[src/rtl/shifter_pkg.sv]
// Shared constants for the sequential shifter: default width, op codes and FSM state encodings.
package shifter_pkg;

  localparam int DEFAULT_WIDTH = 16;

  typedef logic [1:0] op_t;

  localparam op_t OP_LSL = 2'b00;
  localparam op_t OP_LSR = 2'b01;
  localparam op_t OP_ASR = 2'b10;
  localparam op_t OP_ROT = 2'b11;

  localparam logic [1:0] ST_IDLE  = 2'b00;
  localparam logic [1:0] ST_SHIFT = 2'b01;
  localparam logic [1:0] ST_DONE  = 2'b10;

endpackage

[src/rtl/shift_step.sv]
// Single 1-bit shift step. Rotate exists only with SEQ_SHIFTER_ROTATE_EN defined;
// otherwise op=11 falls through to LSL.
module shift_step
  import shifter_pkg::*;
#(
  parameter int WIDTH = DEFAULT_WIDTH
) (
  input  logic [WIDTH-1:0] w,
  input  logic [1:0]       op,
  output logic [WIDTH-1:0] w_next
);

  always_comb begin
    w_next = {w[WIDTH-2:0], 1'b0};
    case (op)
      OP_LSR: w_next = {1'b0, w[WIDTH-1:1]};
      OP_ASR: w_next = {w[WIDTH-1], w[WIDTH-1:1]};
`ifdef SEQ_SHIFTER_ROTATE_EN
      OP_ROT: w_next = {w[WIDTH-2:0], w[WIDTH-1]};
`else
      OP_ROT: w_next = {w[WIDTH-2:0], 1'b0};
`endif
      default: w_next = {w[WIDTH-2:0], 1'b0};
    endcase
  end

endmodule

[src/rtl/seq_shifter.sv]
// Multi-cycle shifter: one bit per SHIFT cycle, result and overflow registered on entry to DONE.
// Optional rotate via SEQ_SHIFTER_ROTATE_EN (see shift_step).
module seq_shifter
  import shifter_pkg::*;
#(
  parameter int WIDTH = DEFAULT_WIDTH
) (
  input  logic             clk,
  input  logic             rst,
  input  logic             start,
  input  logic [1:0]       op,
  input  logic [WIDTH-1:0] A,
  input  logic [WIDTH-1:0] B,
  output logic [WIDTH-1:0] Y,
  output logic             OF,
  output logic             busy,
  output logic             done
);

  logic [1:0]       state_q;
  logic [WIDTH-1:0] w_q;
  logic [WIDTH-1:0] w_next;
  logic [1:0]       op_q;
  logic [4:0]       cnt_q;
  logic             sign_q;

  // Only the low five bits of B form the shift count.
  logic unused_b;
  assign unused_b = ^B[WIDTH-1:5];

  shift_step #(
    .WIDTH (WIDTH)
  ) u_step (
    .w      (w_q),
    .op     (op_q),
    .w_next (w_next)
  );

  assign busy = (state_q == ST_SHIFT);

  always_ff @(posedge clk) begin
    if (rst) begin
      state_q <= ST_IDLE;
      w_q     <= '0;
      op_q    <= OP_LSL;
      cnt_q   <= '0;
      sign_q  <= 1'b0;
      Y       <= '0;
      OF      <= 1'b0;
      done    <= 1'b0;
    end else begin
      // done trails DONE by one cycle so it lands N+1 cycles after acceptance.
      done <= (state_q == ST_DONE);
      case (state_q)
        ST_IDLE: begin
          if (start) begin
            w_q    <= A;
            op_q   <= op;
            cnt_q  <= B[4:0];
            sign_q <= A[WIDTH-1];
            if (B[4:0] == 5'd0) begin
              state_q <= ST_DONE;
              Y       <= A;
              OF      <= 1'b0;
            end else begin
              state_q <= ST_SHIFT;
            end
          end
        end
        ST_SHIFT: begin
          w_q   <= w_next;
          cnt_q <= cnt_q - 5'd1;
          if (cnt_q == 5'd1) begin
            state_q <= ST_DONE;
            Y       <= w_next;
            OF      <= sign_q ^ w_next[WIDTH-1];
          end
        end
        ST_DONE: state_q <= ST_IDLE;
        default: state_q <= ST_IDLE;
      endcase
    end
  end

endmodule
[config.mk]
export PLATFORM = sky130hd
export DESIGN_NAME = seq_shifter
export DESIGN_NICKNAME = d
export VERILOG_FILES = /design/src/rtl/shifter_pkg.sv /design/src/rtl/shift_step.sv /design/src/rtl/seq_shifter.sv
export SDC_FILE = /design/constraint.sdc
export NUM_CORES = 1
export LEC_CHECK = 0
export ABC_AREA = 1
export BUFFER_PORTS_ARGS = -buffer_cell sky130_fd_sc_hd__buf_4
export CORE_UTILIZATION = 58
export DETAILED_ROUTE_END_ITERATION = 16
export PLACE_DENSITY = 0.85
export SLEW_MARGIN = 15
export SYNTH_ARGS = -nofsm -noshare
export SYNTH_HDL_FRONTEND = slang
export SYNTH_HIERARCHICAL = 1
export SYNTH_SLANG_ARGS = --single-unit
[constraint.sdc]
create_clock -name clk -period 2.85 [get_ports clk]
set_clock_uncertainty 0.15 [all_clocks]
set_input_delay 0.855 -clock clk [delete_from_list [all_inputs] [get_ports clk]]
set_output_delay 0.855 -clock clk [all_outputs]
set_load 0.05 [all_outputs]
==> impl_metrics.csv, run 1 <==
group,metric,value,unit
status,status,"complete, no violations",
worst_setup_path,crit_path_cell_trace,"inv_1 -> nor2_4 -> buf_4",
timing,tns,0,ps
die,pin_count,56,
timing,tightestPinTransition,496.5,ps
final_layout,diodes,0,
routing,routedWlPerCell,11.57,microns
grt,grt_util_all_layers,26.53,%
placed_design,hpwl,3995,microns
routing,routed_via_density,5.120,
yosys,seq_area_frac_synth,34.83,%
placed_design,pre_cts_slack,586.6,ps
die,die_h,68.03,microns
die,rows,23,
timing,max_slew_margin,66.78,%
grt,antenna_found_initial,0,
placed_design,portBuffers,44,
worst_setup_path,cp_slowest_cell,"dfxtp_1",
die,start_util,61.88,%
power,p_sw_share,39.30,%
worst_setup_path,start_kind,"register",
clock_tree,htree_levels,2,
grt,first_global_vias,2154,
yosys,avgSynthCellArea,6.275,sq um
timing,setup_viol,0,
power,share_comb_of_total_power,36.2,%
timing,fin_crit,2113,ps
yosys,synthCells,403,
yosys,synth.area.top_cells,"dfxtp_1 (35%), nand2_1 (15%), nor2_1 (9.6%)",
clock_tree,clk_pin_slew,90,ps
routing,drt-pass1-iter-count,4,
final_layout,drive_above_1_share,18.41,%
routing,via_count,2509,
worst_setup_path,r2r_start,"state_q[1]$_SDFFE_PP0P_",
min_path,hold_start,"Y[6]$_SDFFE_PP0P_",
power,p_seq_share,38.6,%
yosys,synth.distinct_cells,24,
clock_tree,cts_sinks,44,
final_layout,syn_to_final_growth,16.72,%
worst_setup_path,crit_arrival,1110,ps
min_path,whs_endpoint,"Y[6]$_SDFFE_PP0P_",
worst_setup_path,r2r_cells,7,
final_layout,fin_util,72.23,%
power,switchingPower,0.0007727,W
power,p_leak,1.503,nW
yosys,synth_nets,444,
power,p_total,0.001966,W
clock_tree,cts_tree,"done",
clock_tree,post-cts-setup-buffers,0,
worst_setup_path,r2r_slack,800,ps
routing,final_antenna_net_count,0,
final_layout,final_common_cell,"nand2_1",
power,clkPwrFrac,25.2,%
die,fp.coreArea,4086,sq um
routing,postRouteWirelength,5668,microns
timing,rsz0062_at_grt,"false",
clock_tree,root_buffer,"clkbuf_8",
clock_tree,post_cts_resized,0,
worst_setup_path,worstPathMaxFanout,7,
min_path,worst_hold_path.num_cells,2,
worst_setup_path,max_stage_delay,340,ps
yosys,syn-cell-area,2529,sq um
yosys,synth_top_area_share,34.83,%
worst_setup_path,cp.required,1850,ps
grt,grt_overflow,0,
timing,post-route-worst-setup-slack,737.2,ps
die,die_w,68.03,microns
timing,slew_violations,0,
timing,timing.fmax,473.3,MHz
clock_tree,numCtsBuffers,5,
grt,grt_max_degree,30,
placed_design,globalplace.congestion,0.8192,
worst_setup_path,critPathLaunch,"state_q[0]$_SDFFE_PP0P_",
worst_setup_path,endpoint_kind,"primary output",
timing,hold_viol,0,
clock_tree,clock_path_buffers,2,
worst_setup_path,path_class,"register to primary output",
die,die_area,4628,sq um
yosys,yosysWarnings,6,
final_layout,fin_nets,480,
clock_tree,cts_hold_buf,0,
power,p_per_area,666.1,nW/um^2
yosys,ys_ff_latch,44,
timing,finalCritPeriodShare,74.13,%
worst_setup_path,reg2reg_to,"Y[15]$_SDFFE_PP0P_",
routing,drtIter0Drc,157,
routing,drc,0,
grt,grt_pass1_wl,9197,microns
yosys,synth_top_cell_by_area,"dfxtp_1",
clock_tree,clk_latency,310,ps
final_layout,final_cell_mix,"nand2_1 (98), nor2_1 (65), inv_1 (56)",
min_path,hp-class,"register to register",
power,vdd_drop_max,322.4,uV
power,p_int,0.001193,W
job,cap_violations,0,
-- metal layers --
layer  vias up  track usage (%)  routed length, microns
met1      1127            34.31                    2647
met2        59            43.87                    2696
met3         7            3.500                     264
li1       1316                -                       -
met4         0            11.20                      59
met5         -                0                       0
-- critical path: cells and delay by family (launching register included) --
| family | cells | cell delay, ps |
|---|---|---|
| simple gates | 1 | 170 |
| buf+inv | 2 | 290 |
| flops | 1 | 340 |
-- cells in the mapped netlist (all sizes together) --
library cell    n
nand4          17
nand3b          2
nor3            2
nor2           67
nand3          21
buf            16
ha              4
inv            62
a211oi          1
xor2            1
clkbuf          5
a21oi          23
dfxtp          44
o21ai          25
nand2         113
-- cell families after synthesis --
family,after synthesis,share of synthesized area (%)
XOR/XNOR,1,0.3464
buffers and inverters,83,14.35
AO/OA/AOI/OAI,49,9.797
AND/OR/NAND/NOR,222,38.69
flip-flops,44,34.83
adder cells (fa/ha/maj),4,1.979
-- worst max path at each step --
stage,cells past startpoint,endpoint,slack [ps]
finish,3,busy,740
global route,6,w_q[8]$_SDFFE_PP0P_,610
CTS,3,busy,740
detailed placement,7,Y[15]$_SDFFE_PP0P_,590
global placement,7,Y[13]$_SDFFE_PP0P_,630
floorplan,8,Y[0]$_SDFFE_PP0P_,990
-- power by group through the flow --
| stage | combinational, W | clock, W | sequential [W] |
|---|---|---|---|
| 2_1_floorplan | 0.000449 | 0 | 0.000877 |
| 3_3_place_gp | 0.000690 | 0 | 0.000767 |
| 3_5_place_dp | 0.000705 | 0 | 0.000771 |
| 4_1_cts | 0.000709 | 0.000501 | 0.000757 |
| 5_1_grt | 0.000789 | 0.000528 | 0.000770 |
| 6_report | 0.000712 | 0.000496 | 0.000758 |
-- per-stage QoR --
step | area (sq um) | cells | hold WS [ps]
detailed placement | 2836 | 482 | 323.9
global route | 2952 | 490 | 367.5
floorplan | 2529 | 403 | 308.6
finish | 2952 | 490 | 338.4
global placement | 2836 | 482 | 313.5
CTS | 2952 | 490 | 340.0
-- final cells by class --
type | count | area, sq um
clock buffers | 5 | 68.82
clock inverters | 3 | 46.29
fillers | 346 | 1135
inverters | 62 | 232.7
multi-input cells | 276 | 1285
flip-flops and latches | 44 | 880.8
well taps | 50 | 62.56
repair buffers | 50 | 375.4
-- state kept, by name, indices dropped and copies added (netlist names) --
signal / cells
OF: 1
Y: 16
cnt_q: 5
done: 1
op_q: 2
sign_q: 1
state_q: 2
w_q: 16
Power figures use the tool's default switching activity.
==> inputs of run 2 (changes only) <==
- ABC_AREA: 1 -> 0
- CORE_UTILIZATION: 58 -> 48
- PLACE_DENSITY: 0.85 -> 0.76
- clock period: 2.85 -> 1.8 ns (I/O delays scaled with it)
==> run 2 against run 1 <==
The run now ends with negative setup slack left. Cell count fell by 22%. Sequential power grew 53%. Synthesized cell count shrank 34%. Die area rose by 11%. Area after synthesis fell by 7.4%. Clock power grew 32%. Non-clock buffer count rose by 26. Critical endpoint is now Y[1]$_SDFFE_PP0P_. Largest power group unchanged.
==> impl_metrics.csv, run 2 <==
group,metric,value,unit
status,status,"finished, violations left",
status,violations,"negative setup slack",
die,die_area,5160,sq um
die,fp.coreArea,4692,sq um
yosys,synth_top_area_share,37.63,%
clock_tree,root_buffer,"clkbuf_8",
timing,finalCritPeriodShare,103.2,%
final_layout,diodes,0,
timing,setup_viol,16,
grt,first_global_vias,1946,
placed_design,portBuffers,44,
yosys,synth_ff_type,"dfxtp_1",
final_layout,multi_input_comb_area,1385,sq um
final_layout,fin_util,67.47,%
die,die_w,71.84,microns
timing,max_slew_margin,75.19,%
clock_tree,clk_latency,300,ps
routing,drc,0,
worst_setup_path,endpoint_kind,"register",
worst_setup_path,cp_slowest_cell,"or4_4",
routing,drt-pass1-iter-count,4,
die,pin_count,56,
clock_tree,cts_tree,"done",
worst_setup_path,r2r_start,"cnt_q[1]$_SDFFE_PP0P_",
grt,antenna_found_initial,0,
final_layout,design_area,3166,sq um
final_layout,drive_above_1_share,36.59,%
placed_design,dpl_cell_area,2919,sq um
final_layout,seqCellArea,888.4,sq um
final_layout,fill_cells,386,
worst_setup_path,cp.buffers_inverters,2,
clock_tree,cts_sinks,44,
die,die_h,71.84,microns
clock_tree,numCtsBuffers,5,
yosys,synth_nets,306,
timing,post-route-worst-setup-slack,-57.30,ps
yosys,synth.most_common_cell,"dfxtp_1",
job,cap_violations,0,
final_layout,fin_nets,368,
power,vdd_drop_max,431.6,uV
worst_setup_path,cpLargestDelayFamily,"simple AND/OR/NAND/NOR gates",
routing,via_count,2114,
worst_setup_path,crit_path_cell_trace,"buf_6 -> or4_4 -> nor2_4 -> o311ai_4 -> buf_12 -> mux2_4",
worst_setup_path,r2r_slack,-50,ps
yosys,synth.area.top_cells,"dfxtp_1 (38%), mux2i_1 (8.6%), nor2_1 (6.7%)",
worst_setup_path,start_kind,"primary input",
routing,routedWlPerCell,14.56,microns
yosys,seq_area_frac_synth,37.63,%
final_layout,reg_top3,"Y x16, w_q x16, cnt_q x5",
yosys,yosysWarnings,6,
placed_design,pre_cts_slack,-406.9,ps
worst_setup_path,path_class,"primary input to register",
yosys,avgSynthCellArea,8.834,sq um
die,start_util,49.89,%
clock_tree,cts_hold_buf,0,
timing,tightestPinTransition,370.8,ps
power,p_per_area,904.4,nW/um^2
routing,postRouteWirelength,5561,microns
die,rows,25,
yosys,syn-cell-area,2341,sq um
yosys,synth_common_cells,"dfxtp_1 (44), nor2_1 (42), o21ai_0 (24)",
worst_setup_path,crit_arrival,1910,ps
yosys,synth_edf_count,0,
final_layout,final_common_cell,"buf_4",
power,p_leak,1.344,nW
final_layout,syn_to_final_growth,35.22,%
timing,hold_viol,0,
worst_setup_path,cp.required,1850,ps
grt,grt_util_all_layers,22.08,%
yosys,ys_async_sr_fraction,0,%
yosys,synth.distinct_cells,32,
final_layout,final_cell_mix,"buf_4 (64), nor2_1 (42), dfxtp_1 (40)",
yosys,synth_top_cell_by_area,"dfxtp_1",
grt,grt_max_degree,39,
grt,grt_overflow,0,
worst_setup_path,max_stage_delay,550,ps
routing,drtIter0Drc,116,
placed_design,hpwl,3700,microns
clock_tree,clock_path_buffers,2,
clock_tree,htree_levels,2,
routing,final_antenna_net_count,0,
yosys,synthCells,265,
yosys,ys_ff_latch,44,
timing,rsz0062_at_grt,"true",
worst_setup_path,critPathLaunch,"B[2]",
routing,routed_via_density,5.534,
worst_setup_path,worstPathMaxFanout,18,
placed_design,globalplace.congestion,0.8432,
timing,fin_crit,1857,ps
min_path,hp-class,"primary input to register",
timing,timing.fmax,538.4,MHz
grt,grt_pass1_wl,8866,microns
power,p_total,0.002863,W
timing,slew_violations,0,
clock_tree,clk_pin_slew,90,ps
timing,tns,-685.0,ps
min_path,hold_start,"op[0]",
[run 2: cell types whose count changed in the layout (fill, tap and decap cells not counted), sizes merged, moves of 17 or more]
cell / before / now
a21oi: 23 / 4
nor2: 67 / 44
nor2b: 0 / 18
nand3: 21 / 0
buf: 50 / 74
nand2: 113 / 18
mux2i: 0 / 20
inv: 63 / 6
nand4: 17 / 0
[run 2: tightest hold or removal path, cell delays in order]
cell     delay [ps]
buf_4            80
mux2i_1          50
nor2_1           70
[run 2: cells by family (layout without fill, tap and decap cells)]
| group | Yosys count | count (layout) | synth area share [%] |
|---|---|---|---|
| flip-flops | 44 | 44 | 37.63 |
| AO/OA/AOI/OAI | 63 | 63 | 17.91 |
| AND/OR/NAND/NOR | 90 | 90 | 18.97 |
| buffers and inverters | 27 | 90 | 5.451 |
| multiplexers | 36 | 36 | 17.53 |
| XOR/XNOR | 1 | 1 | 0.3742 |
| adder cells (fa/ha/maj) | 4 | 4 | 2.138 |
[run 2: what timing repair did]
item | CTS | global route
pin swaps | 0 | 3
gates resized for setup | 10 | 11
setup endpoints to repair | 22 | 21
cloned | 0 | 2
buffers inserted | 2 | 2
[run 2: area by class of cell]
type | count | share of cell area, %
Clock buffer | 7 | 2.727
Multi-Input combinational cell | 194 | 43.75
Tap cell | 54 | 2.134
Inverter | 6 | 0.7115
Clock inverter | 1 | 0.2372
Timing Repair Buffer | 76 | 22.37
Sequential cell | 44 | 28.06
[run 2: final timing paths]
| kind | end | cells past startpoint |
|---|---|---|
| worst max-delay path | Y[1]$_SDFFE_PP0P_ | 6 |
| worst min-delay path | op_q[0]$_SDFFE_PP0P_ | 3 |
| worst max register to register | Y[1]$_SDFFE_PP0P_ | 7 |
| worst min register to register | OF$_SDFFE_PP0P_ | 2 |
[run 2: per-stage QoR]
step,cells,hold WS [ps]
after floorplan,265,313.4
after global placement,368,318.4
after detailed placement,368,316.9
after CTS,378,324.5
after global routing,382,344.0
final,382,325.8
[run 2: where the power goes]
group	internal, W	leakage [nW]	switching [W]
Clock	0.000312	0.0445	0.000345
Sequential	0.00108	0.364	0.0000760
Combinational	0.000498	0.936	0.000549
Total	0.00189	1.34	0.000970
[run 2: per-layer routing]
| metal | vias to the layer above | routed length [microns] | track usage [%] | part of all wire [%] |
|---|---|---|---|---|
| li1 | 1047 | - | - | - |
| met1 | 989 | 2507 | 27.72 | 45 |
| met2 | 66 | 2662 | 36.48 | 48 |
| met3 | 12 | 258 | 4.501 | 4.6 |
| met4 | 0 | 132 | 10.02 | 2.4 |
| met5 | - | 0 | 0 | 0 |
